## src/rtl/caxi4interconnect_cdc_pkg.sv

```systemverilog
// Shared gray-pointer CDC FIFO helpers: pointer code conversions and default sizing
// used by both the read-side and write-side controllers.
package caxi4interconnect_cdc_pkg;

   localparam int CDC_ADDR_WIDTH  = 3;
   localparam int CDC_SYNC_STAGES = 2;

   // Width-parameterised conversions; call as gray_conv#(W)::bin2gray(x).
   virtual class gray_conv #(parameter int W = CDC_ADDR_WIDTH);
      static function logic [W-1:0] bin2gray(input logic [W-1:0] b);
         return b ^ (b >> 1);
      endfunction

      static function logic [W-1:0] gray2bin(input logic [W-1:0] g);
         logic [W-1:0] b;
         b[W-1] = g[W-1];
         for (int i = W - 2; i >= 0; i--) b[i] = b[i+1] ^ g[i];
         return b;
      endfunction
   endclass

endpackage

```

## src/rtl/cdc_ptr_sync.sv

```systemverilog
// Multi-flop synchroniser for a gray-coded FIFO pointer crossing into this clock
// domain; shared by both sides of the CDC FIFO.
module cdc_ptr_sync
   import caxi4interconnect_cdc_pkg::*;
#(
   parameter int WIDTH  = CDC_ADDR_WIDTH,
   parameter int STAGES = CDC_SYNC_STAGES
) (
   input  logic             clk,
   input  logic             rst,
   input  logic [WIDTH-1:0] din,
   output logic [WIDTH-1:0] dout
);

   logic [WIDTH-1:0] sync_p [STAGES];

   always_ff @(posedge clk or negedge rst) begin
      if (!rst) begin
         for (int i = 0; i < STAGES; i++) sync_p[i] <= '0;
      end else begin
         sync_p[0] <= din;
         for (int i = 1; i < STAGES; i++) sync_p[i] <= sync_p[i-1];
      end
   end

   assign dout = sync_p[STAGES-1];

endmodule

```

## src/rtl/cdc_rd_ctrl.sv

```systemverilog
// Read-side controller of the gray-pointer CDC FIFO: syncs the write pointer, detects
// empty, advances the read pointer and feeds a registered valid/ready output stage.
// Optional synchronised occupancy output enabled by defining CAXI4_CDC_RD_LEVEL_EN.
module cdc_rd_ctrl
   import caxi4interconnect_cdc_pkg::*;
#(
   parameter int ADDR_WIDTH  = CDC_ADDR_WIDTH,
   parameter int DATA_WIDTH  = 8,
   parameter int SYNC_STAGES = CDC_SYNC_STAGES
) (
   input  logic                  clk,
   input  logic                  rst,
   input  logic [ADDR_WIDTH-1:0] wrPtr_gray,
   output logic [ADDR_WIDTH-1:0] rdPtr_gray,
   output logic [ADDR_WIDTH-1:0] rdAddr,
   output logic                  fifoRe,
   input  logic [DATA_WIDTH-1:0] ramData,
   output logic [DATA_WIDTH-1:0] infoOut,
   output logic                  infoOutValid,
   input  logic                  infoOutReady,
   output logic [ADDR_WIDTH-1:0] rdLevel
);

   logic [ADDR_WIDTH-1:0] wrPtrSync;
   logic [ADDR_WIDTH-1:0] rdBin;
   logic [ADDR_WIDTH-1:0] rdBinNext;
   logic                  empty;

   cdc_ptr_sync #(
      .WIDTH (ADDR_WIDTH),
      .STAGES(SYNC_STAGES)
   ) u_wr_sync (
      .clk (clk),
      .rst (rst),
      .din (wrPtr_gray),
      .dout(wrPtrSync)
   );

   // Empty is judged against the synchronised pointer, so it is pessimistic by design.
   assign empty     = (wrPtrSync == rdPtr_gray);
   assign fifoRe    = !empty && (!infoOutValid || infoOutReady);
   assign rdBinNext = rdBin + 1'b1;
   assign rdAddr    = rdBin;

   always_ff @(posedge clk or negedge rst) begin
      if (!rst) begin
         rdBin        <= '0;
         rdPtr_gray   <= '0;
         infoOut      <= '0;
         infoOutValid <= 1'b0;
      end else if (fifoRe) begin
         rdBin        <= rdBinNext;
         rdPtr_gray   <= gray_conv#(ADDR_WIDTH)::bin2gray(rdBinNext);
         infoOut      <= ramData;
         infoOutValid <= 1'b1;
      end else if (infoOutReady) begin
         infoOutValid <= 1'b0;
      end
   end

`ifdef CAXI4_CDC_RD_LEVEL_EN
   // Counts entries still in the RAM, excluding the one parked in the output register.
   always_ff @(posedge clk or negedge rst) begin
      if (!rst) rdLevel <= '0;
      else      rdLevel <= gray_conv#(ADDR_WIDTH)::gray2bin(wrPtrSync) - rdBin;
   end
`else
   assign rdLevel = '0;
`endif

endmodule

```

## config.mk

```make
export PLATFORM = sky130hd
export DESIGN_NAME = cdc_rd_ctrl
export DESIGN_NICKNAME = d
export VERILOG_FILES = /design/src/rtl/caxi4interconnect_cdc_pkg.sv /design/src/rtl/cdc_ptr_sync.sv /design/src/rtl/cdc_rd_ctrl.sv
export SDC_FILE = /design/constraint.sdc
export NUM_CORES = 1
export LEC_CHECK = 0
export CAP_MARGIN = 10
export CORE_UTILIZATION = 36
export DETAILED_ROUTE_END_ITERATION = 10
export DONT_BUFFER_PORTS = 1
export GPL_TIMING_DRIVEN = 0
export PLACE_DENSITY_LB_ADDON = 0.3
export SYNTH_ARGS = -nofsm -noshare
export SYNTH_HDL_FRONTEND = slang
export SYNTH_HIERARCHICAL = 1
export SYNTH_SLANG_ARGS = --single-unit
```

## constraint.sdc

```tcl
create_clock -name clk -period 4 [get_ports clk]
set_clock_uncertainty 0.15 [all_clocks]
set_input_delay 0.4 -clock clk [delete_from_list [all_inputs] [get_ports clk]]
set_output_delay 0.4 -clock clk [all_outputs]
set_load 0.01 [all_outputs]
```

==> results of run 1 <==
placed cells by master, fill, tap and decap left out, drive strengths merged:
master	synthesis	routed
dfrtp	20	20
mux2	11	11
buf	8	8
xor2	4	4
xnor2	4	4
dlygate4sd3	0	4
clkbuf	0	4
conb	1	3
nand2b	1	1
o31a	1	1
o311ai	1	1
nor3	1	1
nand2	1	1
ha	1	1
area by class of cell:
type,count,area (µm²),area share
plain buffers,8,63.81,0.06615
clock buffers,4,36.28,0.03761
multi-input cells,28,289.0,0.2996
flip-flops and latches,20,500.5,0.5188
well taps,28,35.03,0.03632
repair buffers,4,40.04,0.04150
per-stage QoR:
stage	hold WS (ps)	cells	instance area [µm²]	setup slack (ps)	power, µW
after floorplan	-45.59	56	853.3	2260	604.5
after global placement	-45.21	84	888.4	2186	643.3
after detailed placement	-45.21	84	888.4	2186	645.6
after CTS	78.50	92	964.7	1859	773.0
after global routing	69.11	92	964.7	1821	810.7
final	89.62	92	964.7	1891	758.3
power by group:
part	switching, µW	total [µW]	internal [µW]
Sequential	90.9	362	271
Clock	60.7	116	55.5
Combinational	105	280	175
cell usage after synthesis:
master / instances / share of area
sky130_fd_sc_hd__dfrtp_1: 20 / 0.59
sky130_fd_sc_hd__mux2_4: 8 / 0.14
sky130_fd_sc_hd__buf_4: 7 / 0.062
sky130_fd_sc_hd__xnor2_1: 4 / 0.041
sky130_fd_sc_hd__xor2_1: 4 / 0.041
sky130_fd_sc_hd__mux2_2: 3 / 0.040
sky130_fd_sc_hd__buf_6: 1 / 0.013
sky130_fd_sc_hd__conb_1: 1 / 0.0044
sky130_fd_sc_hd__ha_1: 1 / 0.015
sky130_fd_sc_hd__nand2_1: 1 / 0.0044
sky130_fd_sc_hd__nand2b_1: 1 / 0.0074
sky130_fd_sc_hd__nor3_1: 1 / 0.0059
sky130_fd_sc_hd__o311ai_0: 1 / 0.010
sky130_fd_sc_hd__o31a_4: 1 / 0.021
metal layers:
layer	vias to the layer above	global-route usage
met5	-	0
met4	0	0.09722
met3	4	0.03636
met2	18	0.1578
met1	185	0.1211
li1	190	-
cells by family (layout without fill, tap and decap cells):
logic type               Yosys count  count (layout)  synth area share
AO/OA/AOI/OAI                      2               2           0.03107
XOR/XNOR                           8               8           0.08283
adder cells (fa/ha/maj)            1               1           0.01479
buffers and inverters              8              16           0.07544
flip-flops                        20              20            0.5917
multiplexers                      11              11            0.1820
other                              1               3          0.004434
AND/OR/NAND/NOR                    3               3           0.01775
worst max path at each step:
| stage | startpoint | endpoint | slack, ps |
|---|---|---|---|
| floorplan | rdPtr_gray[2]$_DFFE_PN0P_ | infoOut[0]$_DFFE_PN0P_ | 2260 |
| detailed placement | rdPtr_gray[2]$_DFFE_PN0P_ | infoOut[6]$_DFFE_PN0P_ | 2190 |
| global route | rdPtr_gray[2]$_DFFE_PN0P_ | fifoRe | 1820 |
| CTS | rdPtr_gray[2]$_DFFE_PN0P_ | fifoRe | 1860 |
| global placement | rdPtr_gray[2]$_DFFE_PN0P_ | infoOut[2]$_DFFE_PN0P_ | 2190 |
| finish | rdPtr_gray[2]$_DFFE_PN0P_ | fifoRe | 1890 |
worst register-to-register path, cell delays in order (launching register included):
cell and delay (ps):
sky130_fd_sc_hd__dfrtp_1 490, sky130_fd_sc_hd__xor2_1 230, sky130_fd_sc_hd__o31a_4 370, sky130_fd_sc_hd__buf_6 170, sky130_fd_sc_hd__mux2_4 300
sequential cells by signal, summed over array words and instances, names as in the netlist:
signal,flops
rdAddr,2
rdPtr_gray,3
u_wr_sync/dout,3
infoOutValid,1
infoOut,8
u_wr_sync/sync_p,3
==> metrics.log, run 1 <==
INFO  metric run_status = completed
INFO  metric grt_start_max_net_pins = 21
INFO  metric cellPowerDensity = 786.1 nW/µm²
INFO  metric routed-via-count = between 300 and 400
INFO  metric vias_per_cell = about 4.3
INFO  metric final.fill_count = 215
INFO  metric ir_drop = 0.2643 mV
INFO  metric crit_fanout = 10
INFO  metric maxCapViolCount = 0
INFO  metric timing.critical_path.max_delay_family = flip-flops
INFO  metric post_synth_instance_area = between 800 and 900 µm²
INFO  metric grt_pass1_vias = 419
INFO  metric io-pin-count = 33
INFO  metric port-buffer-count = 0
INFO  metric wire_length_of_the_first_global_routing_pass = 1897 µm
INFO  metric cts.path.max_buffers = 2
INFO  metric timing_worst_slew_pin_value = between 800 and 900 ps
INFO  metric final_core_density = 0.4361
INFO  metric worstPathBufferInverterCount = 1
INFO  metric cp-end-kind = output port
INFO  metric synth_cell_type_count = 14
INFO  metric route.final.wire_length = 1119 µm
INFO  metric row_count = 17
INFO  metric floorplan.die_area = between 2000 and 3000 µm²
INFO  metric synth-seq-cells = 20
INFO  metric ctsRootBufferMaster = sky130_fd_sc_hd__clkbuf_4
INFO  metric unrepaired_setup_endpoints_after_global_routing = no
INFO  metric clock_pin_slew_on_the_worst_setup_and_hold_paths = 110 ps
INFO  metric reg2reg_depth = 4
INFO  metric clock_latency = around 300 ps
INFO  metric setup_tns = 0 ps
INFO  metric design.final.nets = 80
INFO  metric post_cts_buffers = 0
INFO  metric cts.hold.buffers_added = 4
INFO  metric chipWidth = roughly 50 µm
INFO  metric synth-seq-area-share = 0.5917
INFO  metric hold_class = primary input to register
INFO  metric final_layout_size_suffix_gt1_frac = 0.3750
INFO  metric area_growth = 14.05%
INFO  metric drt.antenna.violating_nets = 0
INFO  metric antenna_found_initial = 0
INFO  metric dr_wl_met3 = between 100 and 150 µm
INFO  metric hold_path_depth = 1
INFO  metric min_period = 2109 ps
INFO  metric critPathSlowestCell = sky130_fd_sc_hd__dfrtp_1
INFO  metric path_cells = xor2_1, o31a_4, buf_6
INFO  metric drtIter0Drc = 0
INFO  metric startpoint_type = register
INFO  metric n_antenna_cell = 0
INFO  metric gp_congestion = 0.5736
INFO  metric min_period_over_period = 0.5273
INFO  metric wl_met2 = 480 µm
INFO  metric ys_warn_count = 6
INFO  metric floorplan.initialDensity = 0.3824
INFO  metric crit-reg2reg-launch = rdPtr_gray[2]$_DFFE_PN0P_
INFO  metric hold_ep = infoOut[0]$_DFFE_PN0P_
INFO  metric required_time_reported_for_the_critical_path_endpoint = about 3500 ps
INFO  metric drt-pass1-iter-count = 1
INFO  metric cts_buf_count = 3
INFO  metric relSlewSlack = 0.4207
INFO  metric maximum_single_stage_delay_on_the_critical_path = 490 ps
INFO  metric tritoncts = built
INFO  metric worst_reg2reg_endpoint = infoOut[6]$_DFFE_PN0P_
INFO  metric max_clock_freq = 474.1 MHz
INFO  metric synthesis.area_per_instance = 15.66 µm²
INFO  metric timing.final.max_slew_violations = 0
INFO  metric timing.hold.worst.start = ramData[0]
INFO  metric cells_resized_by_post_cts_repair = 0
INFO  metric floorplan.die.height = 50.47 µm
INFO  metric met1_length = 502 µm
INFO  metric topRoutingLayerUsed = met4
INFO  metric criticalPathCategory = register to output port
INFO  metric cts.sinks = 20
INFO  metric drcViolationCount = 0
INFO  metric post_drt_wl_per_cell = approximately 12 µm
INFO  metric path_depth = 3
INFO  metric post_synth_inst_count = 54
INFO  metric r2r_setup_slack = 2180 ps
INFO  metric critPathArrivalTime = around 1600 ps
INFO  metric overflow = 0
INFO  metric finalHoldViolations = 0
INFO  metric core_area = 2212 µm²
INFO  metric total_leakage_power = 0.0004456 µW
INFO  metric setup_viol = 0
INFO  metric cts_max_level = 1
INFO  metric grt_usage = 0.1071
No activity file was read; power rests on OpenSTA's default activity.
==> run 2: changes to the inputs <==
Clock period 4 ns to 2.19 ns, I/O delays scaled along.
==> run 2 against run 1 <==
Net effect: critical path depth is the same; sequential cell count is the same; via count grew 11%; power grew 85%; sequential share of layout area shrank 4.4 points; largest cell class unchanged.
==> metrics.log, run 2 (synthesized netlist as in run 1, its figures left out) <==
INFO  metric ir_drop = 0.5035 mV
INFO  metric crit-reg2reg-launch = rdPtr_gray[2]$_DFFE_PN0P_
INFO  metric maxCapViolCount = 0
INFO  metric row_count = 17
INFO  metric cts_max_level = 1
INFO  metric final_layout_size_suffix_gt1_frac = 0.3288
INFO  metric crit_fanout = 10
INFO  metric overflow = 0
INFO  metric min_period = 1931 ps
INFO  metric clock_latency = ~300 ps
INFO  metric grt_pass1_vias = 459
INFO  metric cellPowerDensity = 1329 nW/µm²
INFO  metric vias_per_cell = between 4 and 5
INFO  metric grt_usage = 0.1161
INFO  metric io-pin-count = 33
INFO  metric startpoint_type = register
INFO  metric max_clock_freq = 517.7 MHz
INFO  metric setup_viol = 0
INFO  metric hold_class = register to register
INFO  metric timing.final.max_slew_violations = 0
INFO  metric gp_congestion = 0.5736
INFO  metric finalHoldViolations = 0
INFO  metric drt-pass1-iter-count = 2
INFO  metric grt_start_max_net_pins = 21
INFO  metric drcViolationCount = 0
INFO  metric required_time_reported_for_the_critical_path_endpoint = 1820 ps
INFO  metric antenna_found_initial = 0
INFO  metric criticalPathCategory = register to output port
INFO  metric timing_worst_slew_pin_value = slightly below 900 ps
INFO  metric critPathArrivalTime = 1560 ps
INFO  metric post_cts_buffers = 0
INFO  metric routed-via-count = about 440
INFO  metric area_growth = 24.70%
INFO  metric min_period_over_period = 0.8819
INFO  metric max_flop_register = infoOut
INFO  metric design.final.nets = 89
INFO  metric cp-startpoint = rdPtr_gray[2]$_DFFE_PN0P_
INFO  metric chipWidth = 50.47 µm
INFO  metric cts_buf_count = 3
INFO  metric timing.hold.worst.start = u_wr_sync/sync_p[5]$_DFF_PN0_
INFO  metric dpl_cell_area = approximately 900 µm²
INFO  metric relSlewSlack = 0.4187
INFO  metric route.final.wire_length = roughly 1200 µm
INFO  metric total_leakage_power = 0.0004832 µW
INFO  metric floorplan.die.height = 50.47 µm
INFO  metric cts.path.max_buffers = 2
INFO  metric layout_commonest_cell = sky130_fd_sc_hd__dfrtp_1
INFO  metric floorplan.die_area = 2547 µm²
INFO  metric ctsRootBufferMaster = sky130_fd_sc_hd__clkbuf_4
INFO  metric run_status = completed
INFO  metric post_drt_wl_per_cell = 12.21 µm
INFO  metric cp-end-kind = output port
INFO  metric core_area = between 2000 and 2500 µm²
INFO  metric setup_tns = 0 ps
INFO  metric floorplan.initialDensity = 0.3824
INFO  metric tritoncts = built
INFO  metric port-buffer-count = 0
INFO  metric final_cell_mix = 20 x sky130_fd_sc_hd__dfrtp_1, 13 x sky130_fd_sc_hd__dlygate4sd3_1, 8 x sky130_fd_sc_hd__mux2_4
INFO  metric wire_length_of_the_first_global_routing_pass = 2070 µm
INFO  metric finish.instance_area = 1055 µm²
INFO  metric drtIter0Drc = 2
INFO  metric unrepaired_setup_endpoints_after_global_routing = no
INFO  metric cts.sinks = 20
INFO  metric largest_register_ff_count = 8
INFO  metric drt.antenna.violating_nets = 0
INFO  metric clock_pin_slew_on_the_worst_setup_and_hold_paths = between 100 and 150 ps
INFO  metric n_antenna_cell = 0
==> run 2: timing repair <==
action,CTS,global route
hold endpoints to repair,32,0
gates resized for setup,0,0
hold buffers,13,0
==> run 2: where the power goes <==
part,internal (µW),switching [µW]
registers,496,167
clock network,101,111
logic,330,196
total,927,475
==> run 2: cell type report <==
cell class,count,area (µm²)
repair buffers,13,130.1
fillers,216,1157
plain buffers,8,63.81
flip-flops and latches,20,500.5
clock buffers,4,36.28
well taps,28,35.03
multi-input cells,28,289.0
==> run 2: critical path, stage by stage (launching register included) <==
cell,delay (ps)
sky130_fd_sc_hd__dfrtp_1,490
sky130_fd_sc_hd__xor2_1,230
sky130_fd_sc_hd__o31a_4,370
sky130_fd_sc_hd__buf_6,170
==> run 2: per-layer routing <==
metal | GRT usage | routed length (µm) | vias up
met1 | 0.1289 | 536 | 209
met5 | 0 | 0 | -
li1 | - | - | 208
met3 | 0.03030 | 82 | 4
met4 | 0.09722 | 34 | 0
met2 | 0.1844 | 581 | 18
==> run 2: metrics by stage <==
step	hold WS, ps	total power (µW)	util	instances	setup slack, ps
floorplan	-226.6	1104	-	56	449.7
global placement	-226.2	1175	0.4016	84	375.6
detailed placement	-226.2	1179	0.4016	84	375.8
CTS	211.6	1424	0.4768	101	229.7
global route	218.0	1496	0.4768	101	191.9
finish	209.7	1402	0.4768	101	258.6
==> run 2: path summary, 6_finish.rpt <==
| path | slack [ps] | cells after the start | endpoint |
|---|---|---|---|
| worst min register to register | 210 | 0 | u_wr_sync/dout[2]$_DFF_PN0_ |
| worst min-delay path | 210 | 0 | u_wr_sync/dout[2]$_DFF_PN0_ |
| worst max register to register | 370 | 4 | infoOut[6]$_DFFE_PN0P_ |
| max in group asynchronous | 1040 | 1 | infoOut[3]$_DFFE_PN0P_ |
| worst max-delay path | 260 | 3 | fifoRe |
| min in group asynchronous | 320 | 1 | u_wr_sync/dout[1]$_DFF_PN0_ |
==> run 3: changes to the inputs <==
Settings changed: ABC_AREA set to 1.
==> run 3 against run 2 <==
Net effect: final cell count is 43% higher; area after synthesis is 7.1% higher; die area grew 6.8%; power is 4.4% lower.
==> metrics.log, run 3 <==
INFO  metric drcViolationCount = 0
INFO  metric final.fill_count = 238
INFO  metric setup_viol = 0
INFO  metric drt.antenna.violating_nets = 0
INFO  metric cp-end-kind = output port
INFO  metric ctsRootBufferMaster = sky130_fd_sc_hd__clkbuf_4
INFO  metric relSlewSlack = 0.3881
INFO  metric setup_tns = 0 ps
INFO  metric cellPowerDensity = between 1000 and 1500 nW/µm²
INFO  metric cts.path.max_buffers = 2
INFO  metric port-buffer-count = 0
INFO  metric clock_pin_slew_on_the_worst_setup_and_hold_paths = 110 ps
INFO  metric final_layout_size_suffix_gt1_frac = 0.1897
INFO  metric antenna_found_initial = 0
INFO  metric instances_no_fill = 144
INFO  metric ys.flop_type = sky130_fd_sc_hd__dfrtp_1
INFO  metric synth_cell_type_count = 13
INFO  metric maxCapViolCount = 0
INFO  metric cts.sinks = 20
INFO  metric overflow = 0
INFO  metric drtIter0Drc = 8
INFO  metric crit_fanout = 10
INFO  metric floorplan.die_area = between 2000 and 3000 µm²
INFO  metric dp.cells = 128
INFO  metric power.net_switching = about 540 µW
INFO  metric synth-seq-area-share = 0.5525
INFO  metric timing_worst_slew_pin_value = 914.8 ps
INFO  metric route.final.wire_length = between 1500 and 2000 µm
INFO  metric required_time_reported_for_the_critical_path_endpoint = between 1500 and 2000 ps
INFO  metric grt_start_max_net_pins = 21
INFO  metric hold_class = primary input to register
INFO  metric crit-reg2reg-launch = rdPtr_gray[2]$_DFFE_PN0P_
INFO  metric synth_async_sr_flop_share = 1.000
INFO  metric wl_met2 = 768 µm
INFO  metric max_flop_register = infoOut
INFO  metric design.final.nets = 132
INFO  metric routed-via-count = 663
INFO  metric topRoutingLayerUsed = met4
INFO  metric run_status = completed
INFO  metric post_synth_inst_count = 98
INFO  metric drt-pass1-iter-count = 2
INFO  metric vias_per_cell = 4.604
INFO  metric cellInternalPower = around 800 µW
INFO  metric met1_length = between 700 and 800 µm
INFO  metric total_leakage_power = 0.0005846 µW
INFO  metric min_period = 1908 ps
INFO  metric cts_buf_count = 3
INFO  metric io-pin-count = 33
INFO  metric final_cell_mix = 33 x sky130_fd_sc_hd__nand2_1, 20 x sky130_fd_sc_hd__dfrtp_1, 14 x sky130_fd_sc_hd__nand3_1
INFO  metric synthDominantCellAreaShare = 0.5525
INFO  metric synthesis.area_per_instance = 9.244 µm²
INFO  metric largest_register_ff_count = 8
INFO  metric timing.final.max_slew_violations = 0
INFO  metric wire_length_of_the_first_global_routing_pass = between 2000 and 3000 µm
INFO  metric dp_hpwl = 1162 µm
INFO  metric cells_resized_by_post_cts_repair = 0
INFO  metric ir_drop = 0.7017 mV
INFO  metric netlist_top_cells_count = 33 x sky130_fd_sc_hd__nand2_1, 20 x sky130_fd_sc_hd__dfrtp_1, 14 x sky130_fd_sc_hd__nand3_1
INFO  metric finalHoldWorstSlack = 138.5 ps
INFO  metric cp-startpoint = rdPtr_gray[2]$_DFFE_PN0P_
INFO  metric max_clock_freq = roughly 520 MHz
INFO  metric layout_commonest_cell = sky130_fd_sc_hd__nand2_1
INFO  metric power_frac_clock = 0.161
INFO  metric min_period_over_period = 0.8711
INFO  metric finalHoldViolations = 0
INFO  metric post_drt_wl_per_cell = roughly 12 µm
INFO  metric timing.hold.worst.start = infoOutReady
INFO  metric p_comb_frac = 0.359
INFO  metric cts_max_level = 1
INFO  metric chipWidth = between 50 and 60 µm
INFO  metric switching_share = 0.4018
INFO  metric ys_warn_count = 6
INFO  metric floorplan.die.height = 52.16 µm
INFO  metric post-synth-top-count-cell = sky130_fd_sc_hd__nand2_1
INFO  metric tritoncts = built
INFO  metric n_antenna_cell = 0
INFO  metric dpl_cell_area = 948.4 µm²
INFO  metric finish.instance_area = roughly 1100 µm²
INFO  metric core_area = between 2000 and 2500 µm²
INFO  metric grt_usage = 0.1413
INFO  metric gp_congestion = 0.7471
INFO  metric unrepaired_setup_endpoints_after_global_routing = no
INFO  metric grt_pass1_vias = 667
INFO  metric row_count = 17
INFO  metric synth-seq-cells = 20
INFO  metric pwr-share-seq = 0.480
INFO  metric synth-edff-count = 0
INFO  metric criticalPathCategory = register to output port
INFO  metric synthTopCellsByArea = sky130_fd_sc_hd__dfrtp_1 55%, sky130_fd_sc_hd__nand2_1 14%, sky130_fd_sc_hd__nand3_1 7.7%, sky130_fd_sc_hd__buf_4 6.6%, sky130_fd_sc_hd__nand2_2 4.1%
INFO  metric floorplan.initialDensity = 0.3943
INFO  metric post-synth-top-area-cell = sky130_fd_sc_hd__dfrtp_1
INFO  metric critPathArrivalTime = 1540 ps
INFO  metric area_growth = 21.96%
INFO  metric clock_latency = 300 ps
INFO  metric startpoint_type = register
INFO  metric dr_wl_met3 = 145 µm
INFO  metric post_synth_instance_area = 905.9 µm²
## run 3: changes by cell type after synthesis, sizes merged
cell,previous run,this run
nand2,1,40
nand3,0,15
mux2,11,0
inv,0,9
xor2,4,0
buf,8,10
xnor2,4,2
nand2b,1,0
nor3,1,0
o311ai,1,0
o31a,1,0
## run 3: power by group through the flow
stage	Clock [µW]	Sequential [µW]	Combinational, µW
finish	216	643	481
global placement	0	652	445
CTS	224	648	490
global route	247	662	555
detailed placement	0	656	462
floorplan	0	624	399
## run 3: worst paths after layout
check / endpoint / slack (ps) / cells past startpoint
worst min register to register: u_wr_sync/dout[2]$_DFF_PN0_ / 210 / 0
worst max-delay path: fifoRe / 280 / 7
max in group asynchronous: rdAddr[1]$_DFFE_PN0P_ / 1000 / 1
worst min-delay path: infoOut[5]$_DFFE_PN0P_ / 140 / 4
min in group asynchronous: u_wr_sync/sync_p[4]$_DFF_PN0_ / 330 / 1
worst max register to register: rdPtr_gray[0]$_DFFE_PN0P_ / 710 / 8
## run 3: cell type report
class                           instances  area [µm²]  share of cell area
Sequential cell                        20       500.5              0.4530
Multi-Input combinational cell         61       294.0              0.2661
Timing Repair Buffer                   12       120.1              0.1087
Buffer                                 10       85.08             0.07701
Clock buffer                            4       36.28             0.03284
Tap cell                               28       35.03             0.03171
Inverter                                9       33.78             0.03058
## run 3: repair_timing
action,4_1_cts,5_1_grt
buffers inserted,0,0
hold buffers,12,0
hold endpoints to repair,31,0
## run 3: routing by layer
metal	vias to the layer above	track usage
met1	307	0.1553
li1	326	-
met5	-	0
met4	0	0.05263
met3	3	0.07018
met2	27	0.2329
## run 3: cells by family after synthesis
logic type,synth area share
XOR/XNOR,0.01934
adder cells (fa/ha/maj),0.01381
buffers and inverters,0.1312
flip-flops,0.5525
other,0.004140
AND/OR/NAND/NOR,0.2790
## run 3: critical path, stage by stage (launching register included)
cell	delay, ps
sky130_fd_sc_hd__dfrtp_1	500
sky130_fd_sc_hd__inv_1	120
sky130_fd_sc_hd__nand2_1	50
sky130_fd_sc_hd__nand2_1	60
sky130_fd_sc_hd__nand3_2	140
sky130_fd_sc_hd__nand2_4	140
sky130_fd_sc_hd__buf_12	140
sky130_fd_sc_hd__inv_1	70
## run 3: stage by stage
step                      power (µW)    util  worst slack (ps)
final                           1340  0.4809             282.2
after global routing            1464  0.4809             139.2
after detailed placement        1117  0.4129             621.6
after CTS                       1362  0.4809             264.7
after floorplan                 1022       -             768.4
after global placement          1097  0.4129             636.5
